<file path="src/rtl/fifo_gen2_if.sv">
// Handshake/status bundle for fifo_gen2. The producer/consumer side uses the
// master modport; the FIFO itself uses the slave modport.
interface fifo_gen2_if #(
    parameter int DATA_WIDTH = 8,
    parameter int DEPTH      = 128
);
    localparam int CNT_W = $clog2(DEPTH + 1);

    logic                  flush_in;
    logic [DATA_WIDTH-1:0] data_in;
    logic                  wr_en_in;
    logic                  rd_en_in;
    logic                  err_clr_in;
    logic [DATA_WIDTH-1:0] data_out;
    logic                  empty_out;
    logic                  full_out;
    logic                  almost_full_out;
    logic                  almost_empty_out;
    logic [CNT_W-1:0]      count_out;
    logic                  overflow_out;
    logic                  underflow_out;

    modport master (
        output flush_in, data_in, wr_en_in, rd_en_in, err_clr_in,
        input  data_out, empty_out, full_out, almost_full_out,
               almost_empty_out, count_out, overflow_out, underflow_out
    );

    modport slave (
        input  flush_in, data_in, wr_en_in, rd_en_in, err_clr_in,
        output data_out, empty_out, full_out, almost_full_out,
               almost_empty_out, count_out, overflow_out, underflow_out
    );
endinterface

</file>
<file path="src/rtl/fifo_gen2.sv">
// Synchronous first-word-fall-through FIFO with arbitrary (non power-of-two)
// depth, registered occupancy counter, almost-full/empty thresholds and
// sticky overflow/underflow flags. Every output decodes from registered state.
module fifo_gen2 #(
    parameter int DATA_WIDTH = 8,
    parameter int DEPTH      = 128,
    parameter int AF_THRESH  = DEPTH - 2,
    parameter int AE_THRESH  = 2
) (
    input  logic          clk,
    input  logic          reset_n,
    fifo_gen2_if.slave    bus
);
    localparam int PTR_W = (DEPTH > 1) ? $clog2(DEPTH) : 1;
    localparam int CNT_W = $clog2(DEPTH + 1);

    localparam logic [CNT_W-1:0] DEPTH_C  = CNT_W'(DEPTH);
    localparam logic [PTR_W-1:0] PTR_LAST = PTR_W'(DEPTH - 1);

    // Storage is deliberately not reset; data_out is masked by count instead.
    logic [DATA_WIDTH-1:0] mem_q [DEPTH];

    logic [PTR_W-1:0] rd_ptr_q, rd_ptr_d;
    logic [PTR_W-1:0] wr_ptr_q, wr_ptr_d;
    logic [CNT_W-1:0] count_q,  count_d;
    logic             ovf_q,    ovf_d;
    logic             unf_q,    unf_d;

    logic             not_empty;
    logic             not_full;
    logic             rd_acc;
    logic             wr_acc;
    logic             wr_rej;
    logic             rd_rej;
    int               cnt_int;

    assign not_empty = (count_q != '0);
    assign not_full  = (count_q != DEPTH_C);

    // Flush masks both requests, so it neither moves data nor raises errors.
    assign rd_acc = bus.rd_en_in & not_empty & ~bus.flush_in;
    assign wr_acc = bus.wr_en_in & (not_full | rd_acc) & ~bus.flush_in;
    assign wr_rej = bus.wr_en_in & ~bus.flush_in & ~wr_acc;
    assign rd_rej = bus.rd_en_in & ~bus.flush_in & ~not_empty;

    // Next-state: pointers wrap at DEPTH-1, count tracks net push/pop.
    always_comb begin
        rd_ptr_d = rd_ptr_q;
        wr_ptr_d = wr_ptr_q;
        count_d  = count_q;
        if (bus.flush_in) begin
            rd_ptr_d = '0;
            wr_ptr_d = '0;
            count_d  = '0;
        end else begin
            if (rd_acc)
                rd_ptr_d = (rd_ptr_q == PTR_LAST) ? '0 : rd_ptr_q + 1'b1;
            if (wr_acc)
                wr_ptr_d = (wr_ptr_q == PTR_LAST) ? '0 : wr_ptr_q + 1'b1;
            if (wr_acc && !rd_acc)
                count_d = count_q + 1'b1;
            else if (rd_acc && !wr_acc)
                count_d = count_q - 1'b1;
        end
    end

    // Sticky flags: a fresh error in the same cycle outranks err_clr.
    always_comb begin
        ovf_d = ovf_q & ~bus.err_clr_in;
        unf_d = unf_q & ~bus.err_clr_in;
        if (wr_rej)
            ovf_d = 1'b1;
        if (rd_rej)
            unf_d = 1'b1;
    end

    // Control state register with asynchronous clear.
    always_ff @(posedge clk or negedge reset_n) begin
        if (!reset_n) begin
            rd_ptr_q <= '0;
            wr_ptr_q <= '0;
            count_q  <= '0;
            ovf_q    <= 1'b0;
            unf_q    <= 1'b0;
        end else begin
            rd_ptr_q <= rd_ptr_d;
            wr_ptr_q <= wr_ptr_d;
            count_q  <= count_d;
            ovf_q    <= ovf_d;
            unf_q    <= unf_d;
        end
    end

    // Storage write port.
    always_ff @(posedge clk) begin
        if (wr_acc)
            mem_q[wr_ptr_q] <= bus.data_in;
    end

    // Signed view of the count so thresholds of any value compare cleanly.
    assign cnt_int = int'(count_q);

    assign bus.data_out         = not_empty ? mem_q[rd_ptr_q] : '0;
    assign bus.empty_out        = ~not_empty;
    assign bus.full_out         = ~not_full;
    assign bus.almost_full_out  = (cnt_int >= AF_THRESH);
    assign bus.almost_empty_out = (cnt_int <= AE_THRESH);
    assign bus.count_out        = count_q;
    assign bus.overflow_out     = ovf_q;
    assign bus.underflow_out    = unf_q;
endmodule

</file>
<file path="src/flat_wrapper.sv">
// flat-port wrapper written by rule: the top's interface ports become plain ports
module fifo_gen2_flat 
#(
    parameter int DATA_WIDTH = 8,
    parameter int DEPTH      = 128,
    parameter int AF_THRESH  = DEPTH - 2,
    parameter int AE_THRESH  = 2
)
  (clk, reset_n, bus_flush_in, bus_data_in, bus_wr_en_in, bus_rd_en_in, bus_err_clr_in, bus_data_out, bus_empty_out, bus_full_out, bus_almost_full_out, bus_almost_empty_out, bus_count_out, bus_overflow_out, bus_underflow_out);
  fifo_gen2_if #(.DATA_WIDTH(DATA_WIDTH), .DEPTH(DEPTH)) bus_i ();
  input  logic clk;
  input  logic reset_n;
  input wire logic [$bits(bus_i.flush_in)-1:0] bus_flush_in;
  input wire logic [$bits(bus_i.data_in)-1:0] bus_data_in;
  input wire logic [$bits(bus_i.wr_en_in)-1:0] bus_wr_en_in;
  input wire logic [$bits(bus_i.rd_en_in)-1:0] bus_rd_en_in;
  input wire logic [$bits(bus_i.err_clr_in)-1:0] bus_err_clr_in;
  output wire logic [$bits(bus_i.data_out)-1:0] bus_data_out;
  output wire logic [$bits(bus_i.empty_out)-1:0] bus_empty_out;
  output wire logic [$bits(bus_i.full_out)-1:0] bus_full_out;
  output wire logic [$bits(bus_i.almost_full_out)-1:0] bus_almost_full_out;
  output wire logic [$bits(bus_i.almost_empty_out)-1:0] bus_almost_empty_out;
  output wire logic [$bits(bus_i.count_out)-1:0] bus_count_out;
  output wire logic [$bits(bus_i.overflow_out)-1:0] bus_overflow_out;
  output wire logic [$bits(bus_i.underflow_out)-1:0] bus_underflow_out;
  assign bus_i.flush_in = bus_flush_in;
  assign bus_i.data_in = bus_data_in;
  assign bus_i.wr_en_in = bus_wr_en_in;
  assign bus_i.rd_en_in = bus_rd_en_in;
  assign bus_i.err_clr_in = bus_err_clr_in;
  assign bus_data_out = bus_i.data_out;
  assign bus_empty_out = bus_i.empty_out;
  assign bus_full_out = bus_i.full_out;
  assign bus_almost_full_out = bus_i.almost_full_out;
  assign bus_almost_empty_out = bus_i.almost_empty_out;
  assign bus_count_out = bus_i.count_out;
  assign bus_overflow_out = bus_i.overflow_out;
  assign bus_underflow_out = bus_i.underflow_out;
  fifo_gen2 #(.DATA_WIDTH(DATA_WIDTH), .DEPTH(DEPTH), .AF_THRESH(AF_THRESH), .AE_THRESH(AE_THRESH)) u_core (.clk(clk), .reset_n(reset_n), .bus(bus_i));
endmodule
</file>
<file path="config.mk">
export PLATFORM = sky130hd
export DESIGN_NAME = fifo_gen2_flat
export DESIGN_NICKNAME = d
export VERILOG_FILES = /design/src/rtl/fifo_gen2_if.sv /design/src/rtl/fifo_gen2.sv /design/src/flat_wrapper.sv
export SDC_FILE = /design/constraint.sdc
export NUM_CORES = 1
export LEC_CHECK = 0
export CAP_MARGIN = 30
export CORE_UTILIZATION = 55
export DETAILED_ROUTE_END_ITERATION = 8
export MAX_ROUTING_LAYER = met4
export PLACE_DENSITY = 0.69
export SYNTH_ARGS = -nofsm -noshare
export SYNTH_HDL_FRONTEND = slang
export SYNTH_SLANG_ARGS = --single-unit
</file>
<file path="constraint.sdc">
create_clock -name clk -period 6.49 [get_ports clk]
set_input_delay 0.649 -clock clk [delete_from_list [all_inputs] [get_ports clk]]
set_output_delay 0.649 -clock clk [all_outputs]
set_load 0.1 [all_outputs]
</file>
==> results.json, run 1 <==
{
  "status": "completed",
  "crit_arrival_ns": 4.50,
  "synth_area_leaders": "edfxtp_1, mux4_2, mux2i_1",
  "yosys.area_share.simple": 0.0295,
  "path_class": "reg2out",
  "yosys.area.top_type": "edfxtp_1",
  "die_area_mm2": 0.0761,
  "drv_cap": 0,
  "grt_pass1_wl_um": 138000,
  "antenna_found_initial": 2,
  "synth_seq_cells": 1048,
  "synth_cell_types": 56,
  "rsz0062_at_grt": "no",
  "holdBufCountCts": 0,
  "drv_slew": 0,
  "grt_max_degree": 85,
  "core_mm2": 0.0743,
  "portBuffers": 35,
  "area_delta_synth_final_pct": 11.0,
  "syn_inst": 2054,
  "worst_hold_slack_ns": 0.376,
  "synth_xor_area_frac": 0.00212,
  "hold_viol": 0,
  "cts.sinks": 1048,
  "worst-path-buf-inv": 2,
  "synth-compound-area-share": 0.0361,
  "cp_slowest_cell": "dfrtp_4",
  "io_pins": 36,
  "cts_buffers": 100,
  "vias_per_cell": 6.49,
  "drive_gt1_frac": 0.193,
  "finalClockSkew_ns": 0.0295,
  "synthFlopType": "edfxtp_1",
  "crit_fanout": 31,
  "detail-route-antenna-nets": 0,
  "synth_top_area_share": 0.746,
  "syn_area_per_cell_um2": 20.1,
  "synth_top_family_by_area": "multiplexers",
  "tritoncts": "yes",
  "synth_common_cells": "edfxtp_1, mux4_2, mux2i_1, nor2_1, clkbuf_1",
  "grt_pass1_vias": 20400,
  "rrSetupSlack_ns": 2.67,
  "htree_num_levels": 3,
  "critical_path.top_delay_family": "multiplexers",
  "synth-edff-count": 1024,
  "detailed_place_hpwl_um": 57300,
  "clock_path_buffers": 3,
  "wl_per_cell_um": 29.7,
  "finalSetupTns_ns": 0,
  "synthMuxAreaShare": 0.154,
  "fmax_mhz": 194,
  "setup_viol": 0,
  "post_cts_buffers": 0,
  "die_h_um": 276,
  "p_leak_nw": 13.9,
  "cp.required_ns": 5.84,
  "fp-row-count": 100,
  "syn_area_mm2": 0.0412,
  "gp_routability_congestion": 0.953,
  "cp-end-kind": "output pin",
  "vdd_drop_max_v": 0.000222,
  "drcViolationCount": 0,
  "synthAdderAreaFrac": 0.00291,
  "first_pass_iters": 6,
  "clk_pin_slew_worst_paths_ns": 0.06,
  "cp_cell_sequence": "buf_4, mux4_2, a22oi_1, a32oi_1, mux4_2, and2_1, buf_4",
  "nets": 2146,
  "yosysMostFrequentCell": "edfxtp_1",
  "fp.dieW_um": 276,
  "worstMarginPinSlew_ns": 0.990,
  "hp-class": "in2async",
  "drtIter0Drc": 2385,
  "grt_overflow": 0,
  "floorplan.initialDensity": 0.555,
  "insertion_delay_ns": 0.66,
  "ys_warn_count": 0,
  "syn_nets": 2077,
  "synth-seq-area-share": 0.760,
  "p_per_area_mw_per_mm2": 334,
  "routed_wl_um": 94300,
  "post_cts_resized": 0,
  "cts_root_buf": "clkbuf_16",
  "slowest_delay_ns": 0.98,
  "grt_usage": 0.260,
  "worst_setup_path_start_kind": "flip-flop",
  "vias": 20600,
  "synthArstFlopShare": 0.0229,
  "min_period_ns": 5.15,
  "slew_headroom": 0.338,
  "period_share": 0.793
}
## power by group
group / internal (W) / switching (W)
Combinational: 0.000788 / 0.00131
Clock: 0.00322 / 0.00243
Sequential: 0.00746 / 0.0000993
## worst paths after layout
kind / startpoint / end / cells past startpoint
min reg2reg: u_core.bus.underflow_out / u_core.bus.underflow_out / 2
max in group asynchronous: reset_n / u_core.rd_ptr_q[0] / 2
max reg2reg: u_core.bus.count_out[6] / u_core.mem_q[101][5] / 7
max: u_core.rd_ptr_q[0] / bus_data_out[6] / 7
min in group clk: bus_data_in[2] / u_core.mem_q[19][2] / 1
min: reset_n / u_core.wr_ptr_q[6] / 2
## flip-flops by register name, indices dropped and copies added, names as in the netlist
| signal | count |
|---|---|
| u_core.bus.underflow_out | 1 |
| u_core.bus.overflow_out | 1 |
| u_core.mem_q | 1024 |
| u_core.wr_ptr_q | 7 |
| u_core.bus.count_out | 8 |
| u_core.rd_ptr_q | 7 |
## layout make-up
cell class / count / area [um^2]
Fill cell: 5113 / 28500
Clock inverter: 56 / 492
Multi-Input combinational cell: 878 / 9270
Tap cell: 969 / 1210
Sequential cell: 1048 / 31400
Inverter: 8 / 30.0
Timing Repair Buffer: 87 / 773
Clock buffer: 125 / 2660
Antenna cell: 2 / 5.00
## cells in the final DEF, fill, tap and decap left out, types with 17 or more instances in the layout
cell / n
nor2_1: 144
mux2i_1: 159
nand2_1: 34
o21ai_0: 39
a22oi_1: 33
dfrtp_1: 20
edfxtp_1: 1024
o22ai_1: 29
clkbuf_16: 103
nand3_1: 38
a21oi_1: 37
clkinv_2: 21
buf_4: 61
a211oi_1: 25
o221ai_1: 26
clkdlybuf4s50_1: 19
clkinv_1: 17
clkbuf_1: 22
mux4_2: 199
## worst reg2reg max path, stage by stage (launching register included)
cell and delay, ns:
dfrtp_1 0.48, nor3_1 0.14, a41oi_1 0.23, buf_4 0.18, nor2b_1 0.54, nand4b_1 0.75
buf_4 0.47, nor2_1 0.66
## layer usage
layer / track usage / share of wire / up-vias
li1: - / - / 8665
met1: 0.367 / 0.41 / 10800
met2: 0.394 / 0.48 / 991
met3: 0.0466 / 0.083 / 173
met4: 0.0730 / 0.025 / 0
met5: - / 0 / -
## logic make-up after synthesis
group / Yosys count
compound gates: 220
xor+xnor: 10
fa+ha+maj: 9
buf+inv: 128
flops: 1048
mux: 368
simple gates: 271
## per-stage QoR
stage	cell area (um^2)	instances	total power (W)	setup WS, ns	utilization
3_5_place_dp	42600	2988	0.00981	1.74	0.574
3_3_place_gp	42600	2987	0.00978	1.84	0.574
5_1_grt	45800	3172	0.0157	1.19	0.616
6_report	45800	3173	0.0153	1.34	0.616
4_1_cts	45800	3169	0.0154	1.36	0.616
2_1_floorplan	41200	2054	0.00914	2.40	-
No activity file was read; power rests on OpenSTA's default activity.
==> run 2: changes to the inputs <==
Clock period 6.49 ns to 5.06 ns, I/O delays scaled along.
==> results.json, run 2 (synthesized netlist as in run 1, its figures left out) <==
{
  "fp-row-count": 100,
  "drive_gt1_frac": 0.186,
  "crit_fanout": 29,
  "core_mm2": 0.0743,
  "cts_root_buf": "clkbuf_16",
  "fp.dieW_um": 276,
  "crit_arrival_ns": 4.24,
  "largest_register_ffs": 1024,
  "layout_common_cells": "edfxtp_1, mux4_2, mux2i_1",
  "drcViolationCount": 0,
  "status": "completed",
  "slowest_delay_ns": 0.72,
  "grt_pass1_wl_um": 136000,
  "final_common_cell": "edfxtp_1",
  "hold_viol": 0,
  "use_met1": 0.360,
  "crit_start": "u_core.rd_ptr_q[1]",
  "cp_slowest_cell": "dfrtp_4",
  "top_register": "u_core.mem_q",
  "die_area_mm2": 0.0761,
  "clock_path_buffers": 3,
  "tritoncts": "yes",
  "detailed_place_hpwl_um": 55600,
  "holdBufCountCts": 0,
  "first_pass_iters": 5,
  "gp_routability_congestion": 0.878,
  "fmax_mhz": 211,
  "hp-class": "in2async",
  "vdd_drop_max_v": 0.000254,
  "dp_slack_ns": 0.865,
  "post_cts_resized": 0,
  "crit_top_cell": "buf_4",
  "detail-route-antenna-nets": 0,
  "rrSetupSlack_ns": 1.47,
  "worst-path-buf-inv": 3,
  "portBuffers": 35,
  "path_class": "reg2out",
  "vias": 20600,
  "finalSetupTns_ns": 0,
  "rsz0062_at_grt": "no",
  "drv_slew": 0,
  "area_delta_synth_final_pct": 11.3,
  "finalClockSkew_ns": 0.0237,
  "post_cts_buffers": 0,
  "period_share": 0.937,
  "grt_overflow": 0,
  "insertion_delay_ns": 0.65,
  "htree_num_levels": 3,
  "drtIter0Drc": 2262,
  "antenna_found_initial": 1,
  "die_h_um": 276,
  "grtUsageMet2": 0.390,
  "p_per_area_mw_per_mm2": 428,
  "nets": 2142,
  "cts_buffers": 101,
  "slew_headroom": 0.290,
  "drv_cap": 0,
  "grt_pass1_vias": 20200,
  "worst_setup_path_start_kind": "flip-flop",
  "grt_max_degree": 81,
  "clk_pin_slew_worst_paths_ns": 0.06,
  "grt_usage": 0.253,
  "critical_path.top_delay_family": "simple AND/OR/NAND/NOR gates",
  "wl_per_cell_um": 29.0,
  "routed_wl_um": 91800,
  "worstMarginPinSlew_ns": 1.06,
  "io_pins": 36,
  "placed_cells": 2985,
  "vias_per_cell": 6.49,
  "r2r-start": "u_core.bus.count_out[5]",
  "cp_cell_sequence": "nand2b_2, buf_4, buf_4, o22ai_1, a211oi_1, a22oi_1, nand3_1, nand4_1, buf_12",
  "cp-end-kind": "output pin",
  "layout_setup_ws_ns": 0.319,
  "cp.required_ns": 4.55,
  "floorplan.initialDensity": 0.555,
  "fin_util": 0.618,
  "cts.sinks": 1048,
  "min_period_ns": 4.74,
  "top_usage_layer": "met2",
  "fin_cells": 3169,
  "setup_viol": 0,
  "grt_util_met3": 0.0365,
  "p_leak_nw": 13.9
}
## run 2: layer usage
metal	wire [um]	up-vias
met5	0	-
met4	1880	0
met3	7070	131
met2	44800	910
met1	38100	10900
li1	-	8644
## run 2: where the power goes
| group | switching (W) | total, W | internal (W) |
|---|---|---|---|
| Sequential | 0.0000811 | 0.00965 | 0.00957 |
| Combinational | 0.00165 | 0.00271 | 0.00106 |
| Clock | 0.00309 | 0.00730 | 0.00421 |
## run 2: path summary, 6_finish.rpt
path / to / cells past startpoint
min in group clk: u_core.mem_q[81][2] / 1
min reg2reg: u_core.bus.underflow_out / 2
max reg2reg: u_core.bus.count_out[7] / 12
min: u_core.bus.overflow_out / 2
max in group asynchronous: u_core.rd_ptr_q[2] / 2
max: bus_data_out[3] / 9
## run 2: final cells by class
class | count | area [um^2]
inverter | 8 | 30.0
fill | 5068 | 28400
tap | 969 | 1210
clock buffer | 127 | 2690
timing repair buffer | 82 | 851
clock inverter | 56 | 509
multi-input combinational | 878 | 9260
antenna | 1 | 2.50
sequential | 1048 | 31400
## run 2: through the flow
stage | hold WS [ns] | total power, W | area [um^2]
6_report | 0.220 | 0.0197 | 45900
5_1_grt | 0.250 | 0.0202 | 45900
4_1_cts | 0.199 | 0.0198 | 45900
3_5_place_dp | 0.529 | 0.0126 | 42700
3_3_place_gp | 0.517 | 0.0125 | 42700
2_1_floorplan | 0.210 | 0.0117 | 41200
==> run 3: changes to the inputs <==
==> constraint.sdc (replaced) <==
create_clock -name clk -period 5.06 [get_ports clk]
set_input_delay 1.012 -clock clk [delete_from_list [all_inputs] [get_ports clk]]
set_output_delay 1.012 -clock clk [all_outputs]
set_load 0.1 [all_outputs]
==> results.json, run 3 (synthesized netlist as in run 1, its figures left out) <==
{
  "routed_wl_um": 93600,
  "clock_path_buffers": 3,
  "slew_headroom": 0.310,
  "drtIter0Drc": 2422,
  "stdcell_area_mm2": 0.0464,
  "path_class": "reg2out",
  "insertion_delay_ns": 0.65,
  "crit_arrival_ns": 3.92,
  "clk_pin_slew_worst_paths_ns": 0.06,
  "fp.dieW_um": 276,
  "grt_max_degree": 92,
  "grt_usage": 0.257,
  "wl_per_cell_um": 29.2,
  "grt_overflow": 0,
  "drv_slew": 0,
  "worst_setup_path_start_kind": "flip-flop",
  "vdd_drop_max_v": 0.000253,
  "p_leak_nw": 14.2,
  "min_period_ns": 4.93,
  "crit_start": "u_core.rd_ptr_q[0]",
  "cts_root_buf": "clkbuf_16",
  "dp_slack_ns": 0.430,
  "worstMarginPinSlew_ns": 1.03,
  "grt_pass1_wl_um": 136000,
  "nets": 2183,
  "gp_routability_congestion": 0.884,
  "die_h_um": 276,
  "cp.required_ns": 4.05,
  "floorplan.initialDensity": 0.555,
  "first_pass_iters": 5,
  "layout_common_cells": "edfxtp_1, mux4_2, mux2i_1",
  "drive_gt1_frac": 0.206,
  "crit_fanout": 31,
  "htree_num_levels": 3,
  "setup_viol": 0,
  "vias_per_cell": 6.45,
  "drv_cap": 0,
  "p_per_area_mw_per_mm2": 427,
  "die_area_mm2": 0.0761,
  "crit_end": "bus_data_out[4]",
  "drcViolationCount": 0,
  "hold_viol": 0,
  "total_power_w": 0.0198,
  "r2r_cells": 12,
  "grt_pass1_vias": 20500,
  "n_antenna_cell": 0,
  "antenna_found_initial": 0,
  "rsz0062_at_grt": "no",
  "hp-class": "reg2reg",
  "cts.sinks": 1048,
  "period_share": 0.975,
  "detail-route-antenna-nets": 0,
  "largest_register_ffs": 1024,
  "holdBufCountCts": 0,
  "area_delta_synth_final_pct": 12.5,
  "fp-row-count": 100,
  "fmax_mhz": 203,
  "r2r_end": "u_core.bus.count_out[7]",
  "final_common_cell": "edfxtp_1",
  "portBuffers": 35,
  "top_register": "u_core.mem_q",
  "placed_area_mm2": 0.0430,
  "cts_buffers": 99,
  "tritoncts": "yes",
  "finalClockSkew_ns": 0.0195,
  "layout_setup_ws_ns": 0.126,
  "rrSetupSlack_ns": 1.15,
  "r2r-start": "u_core.bus.count_out[5]",
  "core_mm2": 0.0743,
  "worstHoldStart": "u_core.bus.overflow_out",
  "io_pins": 36,
  "status": "completed",
  "vias": 20700,
  "cp-end-kind": "output pin",
  "detailed_place_hpwl_um": 56500
}
-- run 3: cell types whose count changed in the layout (fill, tap and decap cells not counted), sizes merged --
cell | before | now
inv | 10 | 11
bufinv | 9 | 11
diode | 1 | 0
buf | 63 | 107
clkinvlp | 3 | 4
clkinv | 42 | 36
clkdlybuf4s50 | 19 | 18
-- run 3: stage by stage --
stage | util | cells | hold WS, ns | TNS (ns)
final | 0.624 | 3209 | 0.534 | 0
after global routing | 0.624 | 3209 | 0.567 | 0
after CTS | 0.623 | 3201 | 0.540 | -0.0188
after detailed placement | 0.579 | 3019 | 0.532 | 0
after global placement | 0.579 | 3018 | 0.516 | 0
after floorplan | - | 2054 | 0.562 | 0
-- run 3: repair_timing --
action / CTS / global route
pin swaps: 1 / 0
setup endpoints to repair: 6 / 4
buffers inserted: 1 / 6
gates resized for setup: 3 / 2
-- run 3: layout make-up --
| cell class | instances | area, um^2 |
|---|---|---|
| flip-flops and latches | 1048 | 31400 |
| fillers | 5056 | 27900 |
| multi-input cells | 878 | 9280 |
| clock buffers | 127 | 2670 |
| repair buffers | 125 | 1290 |
| well taps | 969 | 1210 |
| clock inverters | 54 | 569 |
| inverters | 8 | 30.0 |
-- run 3: worst max-delay path, cell delays in order, from the launching register on --
cell	delay, ns
dfrtp_4	0.54
buf_16	0.29
buf_12	0.27
mux4_2	0.53
a211oi_1	0.59
a22oi_1	0.19
nand3_1	0.22
nand4_1	0.30
buf_12	0.27
-- run 3: power breakdown --
part | total [W] | internal [W] | switching [W]
Combinational | 0.00278 | 0.00112 | 0.00166
Sequential | 0.00963 | 0.00956 | 0.0000693
Clock | 0.00742 | 0.00428 | 0.00314
-- run 3: worst min path at each step --
stage	end	slack, ns	depth (start not counted)
3_3_place_gp	u_core.bus.overflow_out	0.52	2
5_1_grt	u_core.bus.underflow_out	0.57	2
2_1_floorplan	u_core.rd_ptr_q[5]	0.56	2
3_5_place_dp	u_core.bus.overflow_out	0.53	2
4_1_cts	u_core.bus.overflow_out	0.54	2
6_report	u_core.bus.overflow_out	0.53	2
-- run 3: metal layers --
| metal | global-route usage | vias up | wire length (um) |
|---|---|---|---|
| met5 | - | - | 0 |
| met2 | 0.387 | 963 | 44700 |
| li1 | - | 8724 | - |
| met1 | 0.359 | 10900 | 38600 |
| met3 | 0.0522 | 133 | 7950 |
| met4 | 0.0745 | 0 | 2310 |
